<file path="src/rtl/irq_ctrl.sv">
// irq_ctrl: external interrupt controller in front of the picoRV32 irq inputs.
// Synchronises NIRQ asynchronous request lines, latches them as rising-edge
// or level requests, masks them with ENABLE and delivers one request at a
// time, lowest index first, through the CPU eoi handshake. Firmware reaches
// PENDING/ENABLE/MODE/ACTIVE/STATUS through a 32-byte window on the native bus.
//
// Ports:
//   clk, resetn            clock, asynchronous active-low reset
//   irq_in[NIRQ]           raw external requests (asynchronous to clk)
//   mem_valid/addr/wdata/wstrb, mem_ready/rdata   picoRV32 native bus slave
//   cpu_irq[NIRQ]          registered one-hot request to the CPU
//   cpu_eoi[NIRQ]          CPU in-service indication per line
module irq_ctrl #(
  parameter int unsigned NIRQ        = 3,
  parameter logic [31:0] BASE_ADDR   = 32'h0300_0000,
  parameter int unsigned SYNC_STAGES = 2
) (
  input  logic            clk,
  input  logic            resetn,
  input  logic [NIRQ-1:0] irq_in,
  input  logic            mem_valid,
  input  logic [31:0]     mem_addr,
  input  logic [31:0]     mem_wdata,
  input  logic [3:0]      mem_wstrb,
  output logic            mem_ready,
  output logic [31:0]     mem_rdata,
  output logic [NIRQ-1:0] cpu_irq,
  input  logic [NIRQ-1:0] cpu_eoi
);

  localparam int unsigned SEL_W = 3;

  // Register word indices within the window (addr[4:2])
  localparam logic [2:0] IDX_PENDING = 3'd0;
  localparam logic [2:0] IDX_ENABLE  = 3'd1;
  localparam logic [2:0] IDX_MODE    = 3'd2;
  localparam logic [2:0] IDX_ACTIVE  = 3'd3;
  localparam logic [2:0] IDX_STATUS  = 3'd4;

  typedef enum logic [1:0] {
    ST_IDLE    = 2'd0,
    ST_DELIVER = 2'd1,
    ST_SERVICE = 2'd2
  } state_e;

  // Flops
  logic [NIRQ-1:0]  sync_q [SYNC_STAGES];
  logic [NIRQ-1:0]  sync_d [SYNC_STAGES];
  logic [NIRQ-1:0]  s_prev_q,   s_prev_d;
  logic [NIRQ-1:0]  pending_q,  pending_d;
  logic [NIRQ-1:0]  enable_q,   enable_d;
  logic [NIRQ-1:0]  mode_q,     mode_d;
  logic [NIRQ-1:0]  cpu_irq_q,  cpu_irq_d;
  logic [SEL_W-1:0] sel_q,      sel_d;
  state_e           state_q,    state_d;
  logic             mem_ready_q, mem_ready_d;
  logic [31:0]      mem_rdata_q, mem_rdata_d;

  // Combinational helpers
  logic [NIRQ-1:0]  s_c;
  logic [NIRQ-1:0]  edge_c;
  logic [NIRQ-1:0]  req_c;
  logic [NIRQ-1:0]  sel_oh_c;
  logic [NIRQ-1:0]  w1c_c;
  logic [NIRQ-1:0]  ack_clr_c;
  logic [NIRQ-1:0]  active_c;
  logic [SEL_W-1:0] winner_c;
  logic             hit_c, access_c, wr_en_c, rd_en_c, busy_c;
  logic             sel_en_c, sel_mode_c, sel_s_c, sel_eoi_c, abort_c;
  logic [2:0]       reg_idx_c;
  logic [31:0]      rd_val_c;
  logic             unused_bits;

  assign unused_bits = ^{mem_addr[1:0], mem_wdata[31:NIRQ]};

  // Synchroniser chain and rising-edge detect on the synchronised value
  always_comb begin
    sync_d[0] = irq_in;
    for (int unsigned i = 1; i < SYNC_STAGES; i++) begin
      sync_d[i] = sync_q[i-1];
    end
  end

  assign s_c      = sync_q[SYNC_STAGES-1];
  assign edge_c   = s_c & ~s_prev_q;
  assign s_prev_d = s_c;

  // Bus decode: one access per valid, the cycle after ready is blocked
  assign hit_c     = (mem_addr[31:5] == BASE_ADDR[31:5]);
  assign access_c  = mem_valid & hit_c & ~mem_ready_q;
  assign wr_en_c   = access_c & mem_wstrb[0];
  assign rd_en_c   = access_c & (mem_wstrb == 4'b0000);
  assign reg_idx_c = mem_addr[4:2];

  // Fixed priority: lowest index wins
  assign req_c = pending_q & enable_q;

  always_comb begin
    winner_c = '0;
    for (int i = int'(NIRQ) - 1; i >= 0; i--) begin
      if (req_c[i]) begin
        winner_c = SEL_W'(i);
      end
    end
  end

  // Attributes of the line currently selected, via one-hot mask
  assign sel_oh_c   = NIRQ'(1) << sel_q;
  assign sel_en_c   = |(enable_q & sel_oh_c);
  assign sel_mode_c = |(mode_q & sel_oh_c);
  assign sel_s_c    = |(s_c & sel_oh_c);
  assign sel_eoi_c  = |(cpu_eoi & sel_oh_c);
  // Delivery is withdrawn if masked, or a level source went quiet
  assign abort_c    = ~sel_en_c | (~sel_mode_c & ~sel_s_c);

  assign busy_c   = (state_q != ST_IDLE);
  assign active_c = busy_c ? sel_oh_c : '0;

  // Delivery FSM next state
  always_comb begin
    state_d   = state_q;
    sel_d     = sel_q;
    cpu_irq_d = cpu_irq_q;
    ack_clr_c = '0;
    case (state_q)
      ST_IDLE: begin
        if (|req_c) begin
          sel_d     = winner_c;
          cpu_irq_d = NIRQ'(1) << winner_c;
          state_d   = ST_DELIVER;
        end
      end
      ST_DELIVER: begin
        if (abort_c) begin
          cpu_irq_d = '0;
          state_d   = ST_IDLE;
        end else if (sel_eoi_c) begin
          cpu_irq_d = '0;
          ack_clr_c = sel_oh_c;
          state_d   = ST_SERVICE;
        end
      end
      ST_SERVICE: begin
        if (!sel_eoi_c) begin
          state_d = ST_IDLE;
        end
      end
      default: begin
        cpu_irq_d = '0;
        state_d   = ST_IDLE;
      end
    endcase
  end

  // Register file updates; for edge lines a new edge beats any clear
  always_comb begin
    w1c_c    = '0;
    enable_d = enable_q;
    mode_d   = mode_q;
    if (wr_en_c) begin
      case (reg_idx_c)
        IDX_PENDING: w1c_c    = mem_wdata[NIRQ-1:0];
        IDX_ENABLE:  enable_d = mem_wdata[NIRQ-1:0];
        IDX_MODE:    mode_d   = mem_wdata[NIRQ-1:0];
        default:     ;
      endcase
    end
    pending_d = (mode_q & (edge_c | (pending_q & ~(w1c_c | ack_clr_c))))
              | (~mode_q & s_c);
  end

  // Read mux and bus response
  always_comb begin
    rd_val_c = '0;
    case (reg_idx_c)
      IDX_PENDING: rd_val_c = 32'(pending_q);
      IDX_ENABLE:  rd_val_c = 32'(enable_q);
      IDX_MODE:    rd_val_c = 32'(mode_q);
      IDX_ACTIVE:  rd_val_c = 32'(active_c);
      IDX_STATUS:  rd_val_c = 32'({busy_c, 4'b0000, sel_q});
      default:     rd_val_c = '0;
    endcase
    mem_ready_d = access_c;
    mem_rdata_d = rd_en_c ? rd_val_c : '0;
  end

  // State registers
  always_ff @(posedge clk or negedge resetn) begin
    if (!resetn) begin
      for (int unsigned i = 0; i < SYNC_STAGES; i++) begin
        sync_q[i] <= '0;
      end
      s_prev_q    <= '0;
      pending_q   <= '0;
      enable_q    <= '0;
      mode_q      <= '0;
      cpu_irq_q   <= '0;
      sel_q       <= '0;
      state_q     <= ST_IDLE;
      mem_ready_q <= 1'b0;
      mem_rdata_q <= '0;
    end else begin
      for (int unsigned i = 0; i < SYNC_STAGES; i++) begin
        sync_q[i] <= sync_d[i];
      end
      s_prev_q    <= s_prev_d;
      pending_q   <= pending_d;
      enable_q    <= enable_d;
      mode_q      <= mode_d;
      cpu_irq_q   <= cpu_irq_d;
      sel_q       <= sel_d;
      state_q     <= state_d;
      mem_ready_q <= mem_ready_d;
      mem_rdata_q <= mem_rdata_d;
    end
  end

  assign cpu_irq   = cpu_irq_q;
  assign mem_ready = mem_ready_q;
  assign mem_rdata = mem_rdata_q;

endmodule

</file>
<file path="config.mk">
export PLATFORM = sky130hd
export DESIGN_NAME = irq_ctrl
export DESIGN_NICKNAME = d
export VERILOG_FILES = /design/src/rtl/irq_ctrl.sv
export SDC_FILE = /design/constraint.sdc
export NUM_CORES = 1
export LEC_CHECK = 0
export ABC_AREA = 1
export ABC_CLOCK_PERIOD_IN_PS = 1700
export CORE_MARGIN = 2
export CORE_UTILIZATION = 37
export CTS_BUF_LIST = sky130_fd_sc_hd__clkbuf_8
export DETAILED_ROUTE_END_ITERATION = 16
export HOLD_SLACK_MARGIN = 0.08
export PLACE_DENSITY_LB_ADDON = 0.2
export SLEW_MARGIN = 15
export SYNTH_ARGS = -nofsm -noshare
export SYNTH_HDL_FRONTEND = slang
export SYNTH_SLANG_ARGS = --single-unit
</file>
<file path="constraint.sdc">
create_clock -name clk -period 1.7 [get_ports clk]
set_input_delay 0.34 -clock clk [delete_from_list [all_inputs] [get_ports clk]]
set_output_delay 0.34 -clock clk [all_outputs]
set_load 0.02 [all_outputs]
</file>
== After elaboration in Yosys (flattened, before gate mapping) ==
Index checks and enable logic that the tools add are counted.
Word-level totals
  register bits after elaboration: 59
  logic and storage cells: 83
  bits of input ports: 77
Operators by class
  bitwise operators: 26
  equality and inequality tests: 10
  reduce and logical (&&, ||, !) cells: 14
  shift-type cells: 2
  muxes and demuxes: 20
Operators by type and width (number)
  $pmux 8 s5: 1
  $mux 3: 11
  $mux 32: 1
  $and 3x3->3: 9
  $eq 27x21->1 const B: 1
  $reduce_or 3->1: 5
  $mux 2: 5
  $not 3->3: 3
  $or 3x3->3: 3
  $pmux 3 s3: 1
  $eq 3x2->1 const B: 2
  $pmux 2 s3: 1
  $reduce_and 2->1: 3
  $reduce_and 3->1: 2
  $shl 1x3->3 const A: 2
  $and 1x1->1: 5
  $not 1->1: 5
  $logic_not 4->1: 1
  $ne 2x2->1 const B: 2
  $eq 3x1->1 const B: 1
  $eq 3x3->1 const B: 1
  $logic_not 3->1: 1
  $ne 3x3->1 const B: 1
  $eq 2x1->1 const B: 1
  4 further kinds: 4

== Longest topological paths before layout ==
Gate-level depths: netlist of the first run.
  depth after elaboration: 14
  gate-level depth with buffers: 10
  mapped depth without buffers: 10

== Worst setup path before layout of the first run ==
OpenSTA, ideal clock, no wires.
  kind: input-to-reg
  from: input mem_addr[6]
  to: register pending_q[0]
  required time: 1584 ps
  library setup time: 116 ps
  slack: 422 ps
  cell stages on the path: 8
  buffers on the path: 1
  arrival: 1162 ps
  path through: or2_0 nor2_1 nand2_1 nor2_4 buf_6 nand3b_1 nand2_1 nand2_1
Between the ends
  longest elaborated chain between the ends: 11
RTL lines
  from (decl): line 22  | input logic [31:0] mem_addr,
  $eq 27x21->1: line 89  | assign hit_c = (mem_addr[31:5] == BASE_ADDR[31:5]);
  $and 1x1->1 (2 in a row): line 90  | assign access_c = mem_valid & hit_c & ~mem_ready_q;
  named net access_c: line 68  | logic hit_c, access_c, wr_en_c, rd_en_c, busy_c;
  $and 1x1->1: line 91  | assign wr_en_c = access_c & mem_wstrb[0];
  $mux 3: line 160  | if (wr_en_c) begin
  $or 3x3->3: line 168  | pending_d = (mode_q & (edge_c | (pending_q & ~(w1c_c | ack_clr_c))))
  $not 3->3: line 168
  $and 3x3->3: line 168
  $or 3x3->3: line 168
  $and 3x3->3: line 168
  $or 3x3->3: line 169  | | (~mode_q & s_c);
  named net pending_d[0]: line 50  | logic [NIRQ-1:0] pending_q, pending_d;
  to (signal assigned): line 207  | pending_q <= pending_d;
  to (decl): line 50
The timed path passes the listed nets, and every way through them passes these cells.
A chain may end at the register's enable or synchronous reset.

== Worst setup path after layout of the first run ==
  from: register mem_ready_q, in the netlist mem_ready
  to: output mem_ready
RTL lines
  from (decl): line 56  | logic mem_ready_q, mem_ready_d;
  from (signal assigned): line 213  | mem_ready_q <= mem_ready_d;
  to (decl): line 25  | output logic mem_ready,
No word-level cell between the ends.

==> results.md, run 1 <==
* Grt total ovfl at 0
* Commonest non-fill, non-tap cells in the layout: nand2_1 (76), clkdlybuf4s50_1 (53), nor2_1 (30), dfrtp_1 (30), conb_1 (28)
* Most Crowded Layer GR: met2
* Worst-case reg-to-reg path depth at 9
* Largest net degree at the start of global routing at 31
* Status: finished clean
* GRT Util Overall at 15.80%
* Tmin final at 1.589 ns
* Worst-case clock buffer depth at 2
* Post-Syn Area per Cell at 7.437 sq um
* GPL Wtd Cong at 0.8360
* Met1 global-route usage at 18.90%
* Share of layout cells above drive strength 1 at 7.333%
* Worst EP required at 1.36 ns
* Final Hold Viols at 0
* Initial drt markers at 62
* Placeable Area at 0.004444 sq mm
* Mapped Area at 0.001733 sq mm
* Worst path max stage delay at 0.62 ns
* Pre-CTS WS at -0.1205 ns
* CTS H-tree lvls at 2
* Initial antenna violation count at 0
* Setup_tns at 0 ns
* Main combinational cell family by area after synthesis: simple AND/OR/NAND/NOR gates
* CTS tree: yes
* Post-synthesis compound-gate area fraction at 5.126%
* Worst min path class: flip-flop to flip-flop
* CP cell instances: clkdlybuf4s50_1
* Synth Register Bits at 30
* Number of fill cells in the layout at 434
* Nets at 376
* Ports at 113
* RSZ-0062 raised after global routing: false
* Final hold slack at 0.3514 ns
* Sequential area share after synthesis at 43.32%
* Multiplexer share of the synthesized area at 0%
* WS Path Type: flip-flop to output port
* Die H at 72.44 um
* Routed via count at 1553
* Resize count post-CTS at 0
* Max-Cap Viols at 0
* Final HPWL from detailed placement at 2983 um
* Post-Synth XOR/XNOR Area at 0%
* Clock transition at path regs at 0.07 ns
* Commonest non-fill, non-tap cell in the layout: nand2_1
* Vias per cell at 4.412
* Total power at 0.001566 W
* Fin crit share at 93.47%
* Final setup viols at 0
* Post-Synth Simple-Gate Area at 33.29%
* Skew-Pair Late Insertion Delay at 0.29 ns
* Crit path launch type: flip-flop
* Critical path capture point type: output port
* Starting Density at 38.99%
* Ant diodes at 0
* Crit Path Max Fanout at 2
* Final WS setup at 0.1110 ns
* Arrival @ worst endpoint at 1.25 ns
* Port Buffers at 53
* First-pass GRT wire length at 6237 um
* Drt wl/cell at 10.74 um
* DRC viols at 0
* WP buf/inv at 1
* CTS sink cnt at 30
* Area growth syn-to-layout at 36.53%
* WL final at 3781 um
* Row cnt at 24
* Yosys warning count at 0
* Setup Buffers After CTS at 0
* Cts bufs inserted at 5
* Final Skew at 0.007408 ns
* PwrDens at 661.9 mW/mm^2
* Final Max Tran Viols at 0
* VDD IR-drop max at 0.5743 mV
* Antenna-violating nets left at 0
* Crit path max-delay family: buffers and inverters
* Max Freq at 629.3 MHz
* Syn Inst Count at 233
* Root Driver: clkbuf_8
* Post-CTS Hold Buffers at 0
* Detailed Routing Iterations Pass 1 at 4
* Critical path depth at 1
* Synth Area in Adders at 0%
* Hold Path Stages at 0
* Met3 Track Usage GR at 4.583%
* Critical path's slowest cell: clkdlybuf4s50_1
* Met2 Resource Use GR at 25.18%
* Die Width at 72.44 um
* Die area at 0.005247 sq mm
* Vias in the first global route at 1405
* Static Leak at 1.176 nW
* Synth cell types at 25
[Yosys cell counts]
master / count / share of area, %
a21oi_1: 4 / 1.2
inv_1: 22 / 4.8
buf_6: 1 / 0.65
buf_2: 1 / 0.29
o211ai_1: 1 / 0.43
nor2_2: 1 / 0.36
dfrtp_1: 30 / 43
buf_4: 28 / 12
nor2_4: 1 / 0.65
nand3b_1: 4 / 1.7
nand2_1: 76 / 16
o21ai_0: 6 / 1.7
a22o_1: 1 / 0.51
conb_1: 1 / 0.22
nand3_1: 8 / 2.3
inv_2: 1 / 0.22
o22ai_1: 1 / 0.36
nor3_1: 3 / 0.87
o2bb2ai_1: 1 / 0.51
nor3_2: 2 / 1.2
o21bai_1: 1 / 0.43
nor4_1: 1 / 0.36
or2_0: 1 / 0.36
nor2_1: 30 / 6.5
nand4_1: 7 / 2.5
[registers in the layout (all words and copies together) (netlist names)]
| name | flops |
|---|---|
| enable_q | 3 |
| mode_q | 3 |
| mem_rdata | 4 |
| pending_q | 3 |
| state_q | 2 |
| sync_d | 3 |
| s_c | 3 |
| sel_q | 2 |
| s_prev_q | 3 |
| cpu_irq | 3 |
| mem_ready | 1 |
[stage by stage]
stage	instance area [sq um]	util, %	instances
2_1_floorplan	1834	-	260
3_3_place_gp	2271	51.10	344
3_5_place_dp	2271	51.10	344
4_1_cts	2366	53.24	352
5_1_grt	2366	53.24	352
6_report	2366	53.24	352
[routing by layer]
metal  up-vias  routed length (um)
met4         0                 112
met5         -                   0
met1       682                1688
li1        808                   -
met3        11                 208
met2        52                1771
[worst paths after layout]
path,startpoint,slack [ns],endpoint
max reg2reg,sel_q[1],0.30,cpu_irq[2]
max,mem_ready,0.11,mem_ready
min in group asynchronous,resetn,0.42,sync_d[0]
max in group asynchronous,resetn,1.00,state_q[0]
min,sync_d[1],0.35,s_c[1]
min reg2reg,sync_d[1],0.35,s_c[1]
[report_power, final]
part	total, W	switching, W	internal [W]	leakage [nW]
clock network	0.000606	0.000282	0.000325	0.0472
logic	0.000224	0.000113	0.000111	0.737
registers	0.000736	0.00000762	0.000728	0.391
total	0.00157	0.000402	0.00116	1.18
[final cells by class]
cell class              instances  area, sq um  area share (%)
multi-input cells             177        770.7           32.58
flip-flops and latches         30        750.7           31.73
repair buffers                 62        598.1           25.28
inverters                      23        86.33           3.649
clock buffers                   6        82.58           3.490
well taps                      52        65.06           2.750
clock inverters                 2        12.51          0.5288
[logic make-up (layout without fill, tap and decap cells)]
| logic type | after synthesis | in the layout |
|---|---|---|
| buf+inv | 53 | 93 |
| flops | 30 | 30 |
| simple gates | 134 | 134 |
| compound gates | 15 | 15 |
| other cells | 1 | 28 |
(Power assumes the default switching activity.)
==> run 2: changes to the inputs <==
--- a/config.mk
+++ b/config.mk
@@ -6,9 +6,9 @@
 export NUM_CORES = 1
 export LEC_CHECK = 0
 export ABC_AREA = 1
-export ABC_CLOCK_PERIOD_IN_PS = 1700
+export ABC_CLOCK_PERIOD_IN_PS = 2020
 export CORE_MARGIN = 2
-export CORE_UTILIZATION = 37
+export CORE_UTILIZATION = 40
 export CTS_BUF_LIST = sky130_fd_sc_hd__clkbuf_8
 export DETAILED_ROUTE_END_ITERATION = 16
 export HOLD_SLACK_MARGIN = 0.08
==> constraint.sdc (replaced) <==
create_clock -name clk -period 2.02 [get_ports clk]
set_input_delay 0.404 -clock clk [delete_from_list [all_inputs] [get_ports clk]]
set_output_delay 0.404 -clock clk [all_outputs]
set_load 0.02 [all_outputs]
==> run 2 against run 1 <==
Clock skew about the same; via count shrank 1.2%; global-route usage barely moved; critical path type unchanged; largest power group unchanged.
==> results.md, run 2 (synthesis results as in run 1) <==
* Final setup viols at 0 (unchanged)
* Post-CTS Hold Buffers at 0 (unchanged)
* Clock transition at path regs at 0.06 ns (about the same)
* Placeable Area at 0.004086 sq mm (-8.1%)
* Status: finished clean
* Final Skew at 0.006915 ns (-0.0004926 ns)
* Resize count post-CTS at 0 (unchanged)
* Area growth syn-to-layout at 34.22%
* Detailed Routing Iterations Pass 1 at 4 (unchanged)
* Arrival @ worst endpoint at 1.23 ns (-0.02 ns)
* GPL Wtd Cong at 0.8855 (+5.9%)
* WS Path Type: flip-flop to output port
* Die Width at 69.82 um (-3.6%)
* Worst-case clock buffer depth at 2 (unchanged)
* Static Leak at 1.150 nW (-2.2%)
* Routed via count at 1535 (-1.2%)
* VDD IR-drop max at 0.4364 mV (-24%)
* Worst path max stage delay at 0.62 ns (about the same)
* WP buf/inv at 1 (unchanged)
* First-pass GRT wire length at 6037 um (-3.2%)
* Commonest non-fill, non-tap cell in the layout: nand2_1
* Placed cell count at 337 (-2.0%)
* Max Freq at 610.4 MHz
* DRC viols at 0 (unchanged)
* Vias in the first global route at 1438 (+2.3%)
* Tmin final at 1.638 ns
* Final Max Tran Viols at 0 (unchanged)
* Port Buffers at 53 (unchanged)
* Final HPWL from detailed placement at 2915 um (-2.3%)
* Critical path's slowest cell: clkdlybuf4s50_1
* Crit path max-delay family: buffers and inverters
* PwrDens at 558.5 mW/mm^2 (-16%)
* Setup_tns at 0 ns (unchanged)
* Final hold slack at 0.3492 ns (-0.002157 ns)
* Nets at 371 (-1.3%)
* Max-Cap Viols at 0 (unchanged)
* Row cnt at 23 (-4.2%)
* Setup Buffers After CTS at 0 (unchanged)
* RSZ-0062 raised after global routing: false
* Register area at 750.7 sq um (unchanged)
* Max reg flops at 4 (unchanged)
* Ant diodes at 0 (unchanged)
* Worst EP required at 1.62 ns (+0.26 ns)
* Initial antenna violation count at 0 (unchanged)
* Final core occ at 56.92% (+3.7 points)
* Largest net degree at the start of global routing at 31 (unchanged)
* Commonest non-fill, non-tap cells in the layout: nand2_1 (76), clkdlybuf4s50_1 (53), nor2_1 (30), dfrtp_1 (30), conb_1 (28)
* Drt wl/cell at 10.32 um (-3.9%)
* Root Driver: clkbuf_8
* R2R setup slack at 0.64 ns (+0.34 ns)
* Final Hold Viols at 0 (unchanged)
* Cts bufs inserted at 5 (unchanged)
* CTS H-tree lvls at 2 (unchanged)
* Skew-Pair Late Insertion Delay at 0.29 ns (about the same)
* Antenna-violating nets left at 0 (unchanged)
* Critical path capture point type: output port
* Number of fill cells in the layout at 396 (-8.8%)
* Die area at 0.004875 sq mm (-7.1%)
* CP cell instances: clkdlybuf4s50_1
* CTS tree: yes
* GRT Util Overall at 15.81% (about the same)
* Ports at 113 (unchanged)
* Crit path launch type: flip-flop
* Die H at 69.82 um (-3.6%)
* Non-Filler Instances at 345 (-2.0%)
* Worst min path class: flip-flop to flip-flop
* Area occupied by multi-input gates at 770.7 sq um (unchanged)
* Crit Path Max Fanout at 2 (unchanged)
* CTS sink cnt at 30 (unchanged)
* Share of layout cells above drive strength 1 at 5.763% (-1.6 points)
* WL final at 3561 um (-5.8%)
* Grt total ovfl at 0 (unchanged)
* Vias per cell at 4.449 (+0.85%)
* Initial drt markers at 30 (-52%)
* Starting Density at 42.41% (+3.4 points)
* Fin crit share at 81.10%
-- run 2: cell types whose count changed in the layout (fill, tap and decap cells not counted) --
cell and change:
buf_4 -5
-- run 2: metrics by stage --
step	total power [W]	instance area, sq um	setup WS (ns)
global route	0.001361	2326	0.3049
detailed placement	0.0008148	2231	0.1146
CTS	0.001314	2326	0.3632
global placement	0.0008124	2231	0.1423
finish	0.001299	2326	0.3818
floorplan	0.0007438	1834	0.6781
-- run 2: routing by layer --
layer,track usage [%],routed length [um],part of all wire [%]
met5,0,0,0
met4,6.410,76,2.1
met3,5.233,209,5.9
met2,27.51,1790,50
met1,17.68,1484,42
-- run 2: final cells by class --
cell class | instances | share of cell area, %
inverter | 23 | 3.712
clock buffer | 6 | 3.550
multi-input combinational | 177 | 33.14
timing repair buffer | 57 | 24.10
sequential | 30 | 32.28
clock inverter | 2 | 0.5379
tap | 50 | 2.690
-- run 2: worst paths after layout --
kind / to / from / depth (start not counted)
max: mem_ready / mem_ready / 1
min: s_c[0] / sync_d[0] / 0
max reg2reg: cpu_irq[0] / sel_q[1] / 9
min reg2reg: s_c[0] / sync_d[0] / 0
max in group asynchronous: mem_rdata[0] / resetn / 2
min in group asynchronous: cpu_irq[0] / resetn / 2
-- run 2: power breakdown --
group / switching, W / internal [W]
Clock: 0.000223 / 0.000273
Combinational: 0.0000936 / 0.0000899
Sequential: 0.00000675 / 0.000613
Total: 0.000323 / 0.000976
==> run 3: changes to the inputs <==
--- a/config.mk
+++ b/config.mk
@@ -6,9 +6,9 @@
 export NUM_CORES = 1
 export LEC_CHECK = 0
 export ABC_AREA = 1
-export ABC_CLOCK_PERIOD_IN_PS = 2020
+export ABC_CLOCK_PERIOD_IN_PS = 1600
 export CORE_MARGIN = 2
-export CORE_UTILIZATION = 40
+export CORE_UTILIZATION = 37
 export CTS_BUF_LIST = sky130_fd_sc_hd__clkbuf_8
 export DETAILED_ROUTE_END_ITERATION = 16
 export HOLD_SLACK_MARGIN = 0.08
==> constraint.sdc (replaced) <==
create_clock -name clk -period 1.6 [get_ports clk]
set_input_delay 0.32 -clock clk [delete_from_list [all_inputs] [get_ports clk]]
set_output_delay 0.32 -clock clk [all_outputs]
set_load 0.02 [all_outputs]
==> run 3 against run 2 <==
Die area grew 7.6%; hold slack gained 0.0023 ns; combinational power is 32% higher; total power is 28% higher; core utilization decreased by 2.7 points; flip-flop and latch count did not move; sequential power rose by 26%; first-iteration DRC count grew 110%; largest power group unchanged; sequential share of layout area down 1.1 points; setup slack got worse by 0.35 ns.
==> results.md, run 3 (synthesis results as in run 1) <==
* Ant diodes at 0 (unchanged)
* Max reg flops at 4 (unchanged)
* Initial drt markers at 63 (+110%)
* R2R setup slack at 0.22 ns (-0.42 ns)
* Clock transition at path regs at 0.07 ns (about the same)
* CTS sink cnt at 30 (unchanged)
* CTS H-tree lvls at 2 (unchanged)
* Routed via count at 1574 (+2.5%)
* Final setup viols at 0 (unchanged)
* Row cnt at 24 (+4.3%)
* WS Path Type: flip-flop to output port
* Largest net degree at the start of global routing at 31 (unchanged)
* Final Hold Viols at 0 (unchanged)
* Skew-Pair Late Insertion Delay at 0.29 ns (about the same)
* Fin crit share at 98.16%
* Area occupied by multi-input gates at 782.0 sq um (+1.5%)
* Critical path capture point type: output port
* Drt wl/cell at 10.78 um (+4.4%)
* Placed cell count at 347 (+3.0%)
* CTS tree: yes
* Status: finished clean
* Root Driver: clkbuf_8
* Static Leak at 1.215 nW (+5.6%)
* Crit path launch type: flip-flop
* Die area at 0.005247 sq mm (+7.6%)
* Die H at 72.44 um (+3.7%)
* DRC viols at 0 (unchanged)
* Non-Filler Instances at 357 (+3.5%)
* Tmin final at 1.571 ns
* Cts bufs inserted at 5 (unchanged)
* Area growth syn-to-layout at 39.06%
* Commonest non-fill, non-tap cell in the layout: nand2_1
* Share of layout cells above drive strength 1 at 8.852% (+3.1 points)
* Max Freq at 636.7 MHz
* Register area at 750.7 sq um (unchanged)
* Worst-case clock buffer depth at 2 (unchanged)
* Worst path max stage delay at 0.60 ns (-0.02 ns)
* Vias per cell at 4.409 (-0.91%)
* GRT Util Overall at 16.08% (+0.27 points)
* Arrival @ worst endpoint at 1.25 ns (+0.02 ns)
* Post-CTS Hold Buffers at 0 (unchanged)
* Final hold slack at 0.3515 ns (+0.002290 ns)
* Worst setup path start: cpu_irq[0]
* Hold Path Stages at 0 (unchanged)
* Crit path max-delay family: buffers and inverters
* VDD IR-drop max at 0.5574 mV (+28%)
* Critical path's slowest cell: clkdlybuf4s50_1
* Crit Path Max Fanout at 2 (unchanged)
* Grt total ovfl at 0 (unchanged)
* Detailed Routing Iterations Pass 1 at 4 (unchanged)
* Final HPWL from detailed placement at 3066 um (+5.2%)
* Ports at 113 (unchanged)
* WP buf/inv at 1 (unchanged)
* First-pass GRT wire length at 6382 um (+5.7%)
* Starting Density at 38.99% (-3.4 points)
* Placeable Area at 0.004444 sq mm (+8.8%)
* GPL Wtd Cong at 0.8224 (-7.1%)
* Initial antenna violation count at 0 (unchanged)
* Worst-case reg-to-reg path depth at 8 (-1)
* Antenna-violating nets left at 0 (unchanged)
* Port Buffers at 53 (unchanged)
* Final Max Tran Viols at 0 (unchanged)
* PwrDens at 689.4 mW/mm^2 (+23%)
* Critical path depth at 1 (unchanged)
* RSZ-0062 raised after global routing: false
* CP cell instances: clkdlybuf4s50_1
* RR Endpoint: cpu_irq[2]
* Nets at 381 (+2.7%)
* Final Skew at 0.005781 ns (-0.001134 ns)
* Vias in the first global route at 1486 (+3.3%)
* Number of fill cells in the layout at 410 (+3.5%)
* WL final at 3847 um (+8.0%)
* Die Width at 72.44 um (+3.7%)
* Max-Cap Viols at 0 (unchanged)
* Worst min path class: flip-flop to flip-flop
* CP endpoint: cpu_irq[0]
* Reg-to-Reg Start: mode_q[2]
* Commonest non-fill, non-tap cells in the layout: nand2_1 (76), clkdlybuf4s50_1 (52), nor2_1 (30), dfrtp_1 (30), conb_1 (28)
* Worst EP required at 1.28 ns (-0.34 ns)
run 3: changes by cell type in the layout (fill, tap and decap cells not counted), sizes merged:
cell	previous run	this run
dlymetal6s2s	0	1
buf	4	13
nor2	32	33
clkdlybuf4s50	53	52
run 3: layer usage:
metal,vias to the layer above,track usage [%],wire (um)
met2,51,28.13,1862
met3,11,4.861,207
li1,825,-,-
met1,687,17.37,1674
met5,-,0,0
met4,0,8.642,102
run 3: cell type report:
type / count / share of cell area, %
multi-input cells: 178 / 32.45
flip-flops and latches: 30 / 31.15
repair buffers: 66 / 26.17
inverters: 23 / 3.583
clock buffers: 6 / 3.427
well taps: 52 / 2.700
clock inverters: 2 / 0.5192
run 3: worst min-delay path by stage:
stage | startpoint | to | slack [ns]
after detailed placement | sync_d[2] | s_c[2] | 0.34
after global placement | sync_d[2] | s_c[2] | 0.33
final | sync_d[2] | s_c[2] | 0.35
after CTS | sync_d[2] | s_c[2] | 0.35
after floorplan | resetn | cpu_irq[0] | 0.02
after global routing | sync_d[2] | s_c[2] | 0.36
run 3: power breakdown:
part	total (W)	internal (W)	switching, W
Combinational	0.000242	0.000121	0.000121
Clock	0.000637	0.000345	0.000293
Sequential	0.000782	0.000774	0.00000818
Total	0.00166	0.00124	0.000422
run 3: repair_timing:
action | CTS | global route
setup buffers | 0 | 1
resized for setup | 0 | 2
setup endpoints to repair | 0 | 7
run 3: stage by stage:
stage                     utilization (%)  setup slack (ns)  TNS (ns)  instance area, sq um  total power [W]
after floorplan                         -            0.3282         0                  1834        0.0009391
after global placement              51.60           -0.2239    -2.276                  2293         0.001035
after detailed placement            51.60           -0.2236    -2.314                  2293         0.001038
after CTS                           53.74           0.02472         0                  2389         0.001676
after global routing                54.22         0.0006893         0                  2410         0.001729
final                               54.22           0.02937         0                  2410         0.001661
run 3: worst reg2reg max path, stage by stage (launching register included):
cell and delay, ns:
dfrtp_1 0.44, o21ai_0 0.29, nand2_1 0.08, nand2_1 0.09, nor2_2 0.07, nand2_1 0.10
nand2_1 0.09, nand2_1 0.07, nand2_1 0.05
